--- src/rtl/iterative_divider_pkg.sv ---
// Shared types and constants for the multi-cycle DIV/DIVU unit.
package iterative_divider_pkg;

    typedef enum logic [1:0] {
        IDLE = 2'd0,
        RUN  = 2'd1,
        DONE = 2'd2
    } div_state_t;

    localparam int DIV_WIDTH = 32;

    localparam logic [DIV_WIDTH-1:0] DIV_BY_ZERO_Q = '1;

endpackage

--- src/rtl/iterative_divider_if.sv ---
// Operand/result bundle between the EXE stage and the iterative divider.
interface iterative_divider_if #(
    parameter int WIDTH = 32
);

    logic             i_start;
    logic             i_signed;
    logic [WIDTH-1:0] i_dividend;
    logic [WIDTH-1:0] i_divisor;
    logic             i_cancel;
    logic             o_busy;
    logic             o_done;
    logic [WIDTH-1:0] o_quotient;
    logic [WIDTH-1:0] o_remainder;

    modport master (
        output i_start, i_signed, i_dividend, i_divisor, i_cancel,
        input  o_busy, o_done, o_quotient, o_remainder
    );

    modport slave (
        input  i_start, i_signed, i_dividend, i_divisor, i_cancel,
        output o_busy, o_done, o_quotient, o_remainder
    );

endinterface

--- src/rtl/iterative_divider_abs_negate.sv ---
// Conditional two's-complement negation: used both for operand magnitudes and result sign fix-up.
module abs_negate #(
    parameter int WIDTH = 32
) (
    input  logic [WIDTH-1:0] a,
    input  logic             neg,
    output logic [WIDTH-1:0] y
);

    assign y = neg ? (~a + WIDTH'(1)) : a;

endmodule

--- src/rtl/iterative_divider.sv ---
// Radix-2 restoring divider for DIV/DIVU: one quotient bit per cycle, stalls the pipeline via o_busy.
module iterative_divider
    import iterative_divider_pkg::*;
#(
    parameter int WIDTH = DIV_WIDTH
) (
    input  logic               clk,
    input  logic               reset,
    iterative_divider_if.slave bus
);

    localparam int CNT_W = $clog2(WIDTH);

    div_state_t       state, state_nxt;
    logic [CNT_W-1:0] count;
    logic [WIDTH-1:0] part_rem;
    logic [WIDTH-1:0] dvd_quo;
    logic [WIDTH-1:0] dvsr;
    logic             q_neg, r_neg;

    logic             accept;
    logic             div_zero;
    logic             dvd_sign, dvsr_sign;
    logic [WIDTH-1:0] dvd_mag, dvsr_mag;
    logic [WIDTH:0]   shifted, trial;
    logic [WIDTH-1:0] rem_step, quo_step;
    logic [WIDTH-1:0] quo_fix, rem_fix;

    assign div_zero  = (bus.i_divisor == '0);
    assign dvd_sign  = bus.i_signed & bus.i_dividend[WIDTH-1];
    assign dvsr_sign = bus.i_signed & bus.i_divisor[WIDTH-1];

    abs_negate #(.WIDTH(WIDTH)) u_dvd_mag  (.a(bus.i_dividend), .neg(dvd_sign),  .y(dvd_mag));
    abs_negate #(.WIDTH(WIDTH)) u_dvsr_mag (.a(bus.i_divisor),  .neg(dvsr_sign), .y(dvsr_mag));

    // The dividend register doubles as the quotient: its MSB shifts into the remainder
    // while the new quotient bit enters at the LSB. rem < dvsr keeps the WIDTH+1 trial in range.
    assign shifted  = {part_rem, dvd_quo[WIDTH-1]};
    assign trial    = shifted - {1'b0, dvsr};
    assign rem_step = trial[WIDTH] ? shifted[WIDTH-1:0] : trial[WIDTH-1:0];
    assign quo_step = {dvd_quo[WIDTH-2:0], ~trial[WIDTH]};

    abs_negate #(.WIDTH(WIDTH)) u_quo_fix (.a(quo_step), .neg(q_neg), .y(quo_fix));
    abs_negate #(.WIDTH(WIDTH)) u_rem_fix (.a(rem_step), .neg(r_neg), .y(rem_fix));

    always_ff @(posedge clk or posedge reset) begin
        if (reset) begin
            state <= IDLE;
        end else begin
            state <= state_nxt;
        end
    end

    // o_busy must rise in the very cycle the instruction is seen, so the IDLE term is combinational.
    always_comb begin
        state_nxt  = state;
        accept     = 1'b0;
        bus.o_busy = 1'b0;
        bus.o_done = 1'b0;
        unique case (state)
            IDLE: begin
                accept     = bus.i_start & ~bus.i_cancel & ~reset;
                bus.o_busy = accept;
                if (accept) begin
                    state_nxt = div_zero ? DONE : RUN;
                end
            end
            RUN: begin
                bus.o_busy = ~bus.i_cancel;
                if (bus.i_cancel) begin
                    state_nxt = IDLE;
                end else if (count == '0) begin
                    state_nxt = DONE;
                end
            end
            DONE: begin
                bus.o_done = ~bus.i_cancel;
                state_nxt  = IDLE;
            end
            default: state_nxt = IDLE;
        endcase
    end

    always_ff @(posedge clk or posedge reset) begin
        if (reset) begin
            count           <= '0;
            part_rem        <= '0;
            dvd_quo         <= '0;
            dvsr            <= '0;
            q_neg           <= 1'b0;
            r_neg           <= 1'b0;
            bus.o_quotient  <= '0;
            bus.o_remainder <= '0;
        end else if (accept) begin
            count    <= CNT_W'(WIDTH - 1);
            part_rem <= '0;
            dvd_quo  <= dvd_mag;
            dvsr     <= dvsr_mag;
            q_neg    <= dvd_sign ^ dvsr_sign;
            r_neg    <= dvd_sign;
            if (div_zero) begin
                bus.o_quotient  <= {WIDTH{DIV_BY_ZERO_Q[0]}};
                bus.o_remainder <= bus.i_dividend;
            end
        end else if (state == RUN && !bus.i_cancel) begin
            count    <= count - CNT_W'(1);
            part_rem <= rem_step;
            dvd_quo  <= quo_step;
            if (count == '0) begin
                bus.o_quotient  <= quo_fix;
                bus.o_remainder <= rem_fix;
            end
        end
    end

endmodule

--- src/flat_wrapper.sv ---
// flat-port wrapper written by rule: the top's interface ports become plain ports
module iterative_divider_flat import iterative_divider_pkg::*;
#(
    parameter int WIDTH = DIV_WIDTH
)
  (clk, reset, bus_i_start, bus_i_signed, bus_i_dividend, bus_i_divisor, bus_i_cancel, bus_o_busy, bus_o_done, bus_o_quotient, bus_o_remainder);
  iterative_divider_if #(.WIDTH(WIDTH)) bus_i ();
  input  logic clk;
  input  logic reset;
  input wire logic [$bits(bus_i.i_start)-1:0] bus_i_start;
  input wire logic [$bits(bus_i.i_signed)-1:0] bus_i_signed;
  input wire logic [$bits(bus_i.i_dividend)-1:0] bus_i_dividend;
  input wire logic [$bits(bus_i.i_divisor)-1:0] bus_i_divisor;
  input wire logic [$bits(bus_i.i_cancel)-1:0] bus_i_cancel;
  output wire logic [$bits(bus_i.o_busy)-1:0] bus_o_busy;
  output wire logic [$bits(bus_i.o_done)-1:0] bus_o_done;
  output wire logic [$bits(bus_i.o_quotient)-1:0] bus_o_quotient;
  output wire logic [$bits(bus_i.o_remainder)-1:0] bus_o_remainder;
  assign bus_i.i_start = bus_i_start;
  assign bus_i.i_signed = bus_i_signed;
  assign bus_i.i_dividend = bus_i_dividend;
  assign bus_i.i_divisor = bus_i_divisor;
  assign bus_i.i_cancel = bus_i_cancel;
  assign bus_o_busy = bus_i.o_busy;
  assign bus_o_done = bus_i.o_done;
  assign bus_o_quotient = bus_i.o_quotient;
  assign bus_o_remainder = bus_i.o_remainder;
  iterative_divider #(.WIDTH(WIDTH)) u_core (.clk(clk), .reset(reset), .bus(bus_i));
endmodule
--- config.mk ---
export PLATFORM = sky130hd
export DESIGN_NAME = iterative_divider_flat
export DESIGN_NICKNAME = d
export VERILOG_FILES = /design/src/rtl/iterative_divider_pkg.sv /design/src/rtl/iterative_divider_if.sv /design/src/rtl/iterative_divider_abs_negate.sv /design/src/rtl/iterative_divider.sv /design/src/flat_wrapper.sv
export SDC_FILE = /design/constraint.sdc
export NUM_CORES = 1
export LEC_CHECK = 0
export CELL_PAD_IN_SITES_DETAIL_PLACEMENT = 0
export CELL_PAD_IN_SITES_GLOBAL_PLACEMENT = 2
export CORE_UTILIZATION = 39
export DETAILED_ROUTE_END_ITERATION = 8
export DONT_BUFFER_PORTS = 1
export PLACE_DENSITY_LB_ADDON = 0.05
export SKIP_LAST_GASP = 1
export SLEW_MARGIN = 20
export SYNTH_ARGS = -nofsm -noshare
export SYNTH_HDL_FRONTEND = slang
export SYNTH_SLANG_ARGS = --single-unit
--- constraint.sdc ---
create_clock -name clk -period 6.6 [get_ports clk]
set_input_delay 1.32 -clock clk [delete_from_list [all_inputs] [get_ports clk]]
set_output_delay 1.32 -clock clk [all_outputs]
set_load 0.01 [all_outputs]
==> results.py, run 1 <==
metrics = {
    "place": {
        "place_area_sq_um": 12700,
        "dp.cells": 1885,
        "portBuffers": 0,
        "gp_congestion": 0.884,
        "post-place-ws_ns": 0.503,
        "dp_hpwl_mm": 31.6,
    },
    "clock_network": {
        "cts_tree": "built",
        "post-cts-setup-buffer-count": 0,
        "clk_pin_slew_worst_paths_ns": 0.08,
        "root_buffer": "clkbuf_16",
        "clock_sinks": 169,
        "htreeDepth": 4,
        "ctsHoldBuffers": 0,
        "clkLatencyLatePin_ns": 0.46,
        "cts_made_buffers": 17,
        "post_cts_resize_count": 0,
        "cts_buffer_depth": 2,
    },
    "floorplanning": {
        "die-width_um": 180,
        "start_util_pct": 39.9,
        "rows": 64,
        "dieArea_sq_um": 32300,
        "coreArea_sq_um": 30800,
        "fp.dieH_um": 180,
        "ioPinCount": 135,
    },
    "finish": {
        "finalCoreUtilization_pct": 43.1,
        "drive_above_1_share_pct": 5.59,
        "nets": 1616,
        "syn_to_final_growth_pct": 7.93,
        "finalInstanceArea_sq_um": 13300,
        "final_cells": 1919,
    },
    "worst_setup_path": {
        "cp-end-kind": "register",
        "cp_slowest_cell": "or4_1",
        "crit_type": "register to register",
        "worstSetupStartpointType": "register",
        "cp.required_ns": 6.91,
        "cp_slowest_stage_delay_ns": 0.62,
        "worstPathMaxFanout": 9,
        "arrival_ns": 6.35,
        "cp_cell_sequence": "inv_1, ha_1, fa_1, nand2b_1, a211oi_4, o211ai_1, a2111o_1, a21oi_2, nor3_2, nor2_4, inv_2, a21oi_1, ha_1, o2111ai_1, or4_1, or4_1, nor3_1, a31oi_1, o41ai_1, xnor2_1, a21oi_1",
    },
    "synthesis": {
        "synth_top_area_share_pct": 34.4,
        "synth_cell_type_count": 72,
        "synth_common_cells": "nand2_1, dfrtp_1, nor2_1",
        "synth_mux_area_share_pct": 2.45,
        "synth-edff-count": 0,
        "synth_fa_ha_area_share_pct": 4.02,
        "yosysMostFrequentCell": "nand2_1",
        "synth_ff_type": "dfrtp_1",
        "synthTopCellsByArea": "dfrtp_1, nand2_1, o21ai_0",
        "yosys.area_share.simple_pct": 21.9,
        "synthCells": 1550,
        "synth_seq_area_share_pct": 34.4,
        "synth_compound_area_share_pct": 23.0,
        "synth-seq-cells": 169,
        "synthXorXnorAreaFrac_pct": 10.2,
        "yosysWarnings": 0,
        "async_reset_ff_share_pct": 100,
        "yosysTopAreaCell": "dfrtp_1",
        "synth_top_family_by_area": "compound AO/OA/AOI/OAI gates",
        "postSynthAreaPerCell_sq_um": 7.94,
        "netlist_area_sq_um": 12300,
        "synth_fp_nets": 1658,
    },
    "flow_run": {
        "maxCapViolations": 0,
    },
    "sta": {
        "clock.fmax_mhz": 166,
        "finalSetupViolCount": 0,
        "finalHoldViolations": 0,
        "fin_skew_ns": 0.0171,
        "holdWs_ns": 0.478,
        "setup-tns-final_ns": 0,
        "drv_slew": 0,
        "worstMarginPinSlew_ns": 1.16,
        "fin_crit_ns": 6.04,
        "setup_slack_ns": 0.558,
        "rsz0062_at_grt": "no",
        "post-route-period-util_pct": 91.5,
        "relSlewSlack_pct": 21.9,
    },
    "power": {
        "p_per_area_nw_per_um2": 518,
        "ir_drop_mv": 0.253,
        "power_mw": 6.88,
        "p_leak_nw": 5.54,
    },
    "route": {
        "first_pass_iters": 9,
        "drc": 14,
        "via_count": 11100,
        "drt_iter0_drc": 801,
        "wire_per_inst_um": 21.7,
        "routed_wl_mm": 41.7,
        "via_per_inst": 5.78,
        "ant_nets": 0,
    },
    "outcome": {
        "violations": "design-rule violations",
        "outcome": "finished, violations left",
    },
    "global_route": {
        "grt_pass1_vias": 10900,
        "antenna_found_initial": 1,
        "grt_max_degree": 78,
        "grt_pass1_wl_mm": 65.6,
        "groute.usage.overall_pct": 26.3,
        "grt-ovfl-total": 0,
    },
    "worst_hold_path": {
        "hp-class": "register to register",
    },
}
-- worst paths after layout --
| check | from | endpoint | slack [ns] | cells after the start |
|---|---|---|---|---|
| setup / recovery | u_core.dvd_quo[31]$_DFFE_PP0N_ | u_core.bus.o_remainder[22]$_DFFE_PP0P_ | 0.56 | 21 |
| hold / removal | u_core.dvsr[12]$_DFFE_PP0P_ | u_core.dvsr[12]$_DFFE_PP0P_ | 0.48 | 2 |
| setup reg to reg | u_core.dvd_quo[31]$_DFFE_PP0N_ | u_core.bus.o_remainder[22]$_DFFE_PP0P_ | 0.56 | 21 |
| hold reg to reg | u_core.dvsr[12]$_DFFE_PP0P_ | u_core.dvsr[12]$_DFFE_PP0P_ | 0.48 | 2 |
| max in group asynchronous | reset | u_core.part_rem[30]$_DFFE_PP0N_ | 4.51 | 2 |
| min in group asynchronous | reset | u_core.state[1]$_DFFE_PP0P_ | 0.75 | 1 |
-- cells by family (layout without fill, tap and decap cells) --
group / after synthesis / count (layout)
flops: 169 / 169
buf+inv: 134 / 105
mux: 29 / 29
xor+xnor: 143 / 143
simple gates: 574 / 574
compound gates: 462 / 462
other cells: 0 / 2
fa+ha+maj: 39 / 39
-- cell usage in the layout (no fill, tap or decap), types with 13 or more instances in the layout --
cell type / count
o41ai_1: 16
clkbuf_16: 17
o31ai_1: 26
nand2_1: 220
o21ai_0: 147
xnor2_1: 71
ha_1: 38
nor2_1: 150
xor2_1: 72
o211ai_1: 13
or4_1: 14
nor4_1: 21
mux2i_1: 22
nand3_1: 20
nor3_1: 35
a21oi_1: 121
dfrtp_1: 169
inv_1: 50
and2_1: 17
buf_4: 20
or3_1: 25
nand2b_1: 16
a31oi_1: 45
-- power breakdown --
group | internal, mW | leakage (nW) | switching, mW
combinational | 1.52 | 3.05 | 2.70
sequential | 1.26 | 2.20 | 0.337
clock | 0.549 | 0.291 | 0.502
-- flip-flops by register name, indices dropped and copies added (netlist names) --
signal	count
u_core.state	2
u_core.dvd_quo	32
u_core.bus.o_quotient	32
u_core.count	5
u_core.q_neg	1
u_core.r_neg	1
u_core.bus.o_remainder	32
u_core.part_rem	32
u_core.dvsr	32
-- worst max-delay path, delay by kind of cell, from the launching register on --
kind	cells	cell delay [ns]
buf+inv	2	0.17
xor+xnor	1	0.17
fa+ha+maj	3	0.89
flops	1	0.43
simple gates	6	1.84
compound gates	9	2.38
-- area by class of cell --
type	instances	area (sq um)
antenna	2	5.00
clock buffer	18	439
clock inverter	14	153
fill	3212	17500
inverter	53	204
multi-input combinational	1247	7610
sequential	169	4230
tap	396	495
timing repair buffer	20	150
-- per-layer routing --
metal  routed length, um  vias up  track usage (%)
li1                    -     5436                -
met2               18600      253             40.6
met3                2180       28             5.65
met5                   0        -                0
met1               20400     5383             37.5
met4                 555        0             5.69
(Power assumes the default switching activity.)
==> run 2, diff against run 1 <==
--- a/config.mk
+++ b/config.mk
@@ -5,6 +5,7 @@
 export SDC_FILE = /design/constraint.sdc
 export NUM_CORES = 1
 export LEC_CHECK = 0
+export CAP_MARGIN = 20
 export CELL_PAD_IN_SITES_DETAIL_PLACEMENT = 0
 export CELL_PAD_IN_SITES_GLOBAL_PLACEMENT = 2
 export CORE_UTILIZATION = 39
==> results of run 2 <==
Same layout as run 1: the final DEF is identical, and so are final timing and power.
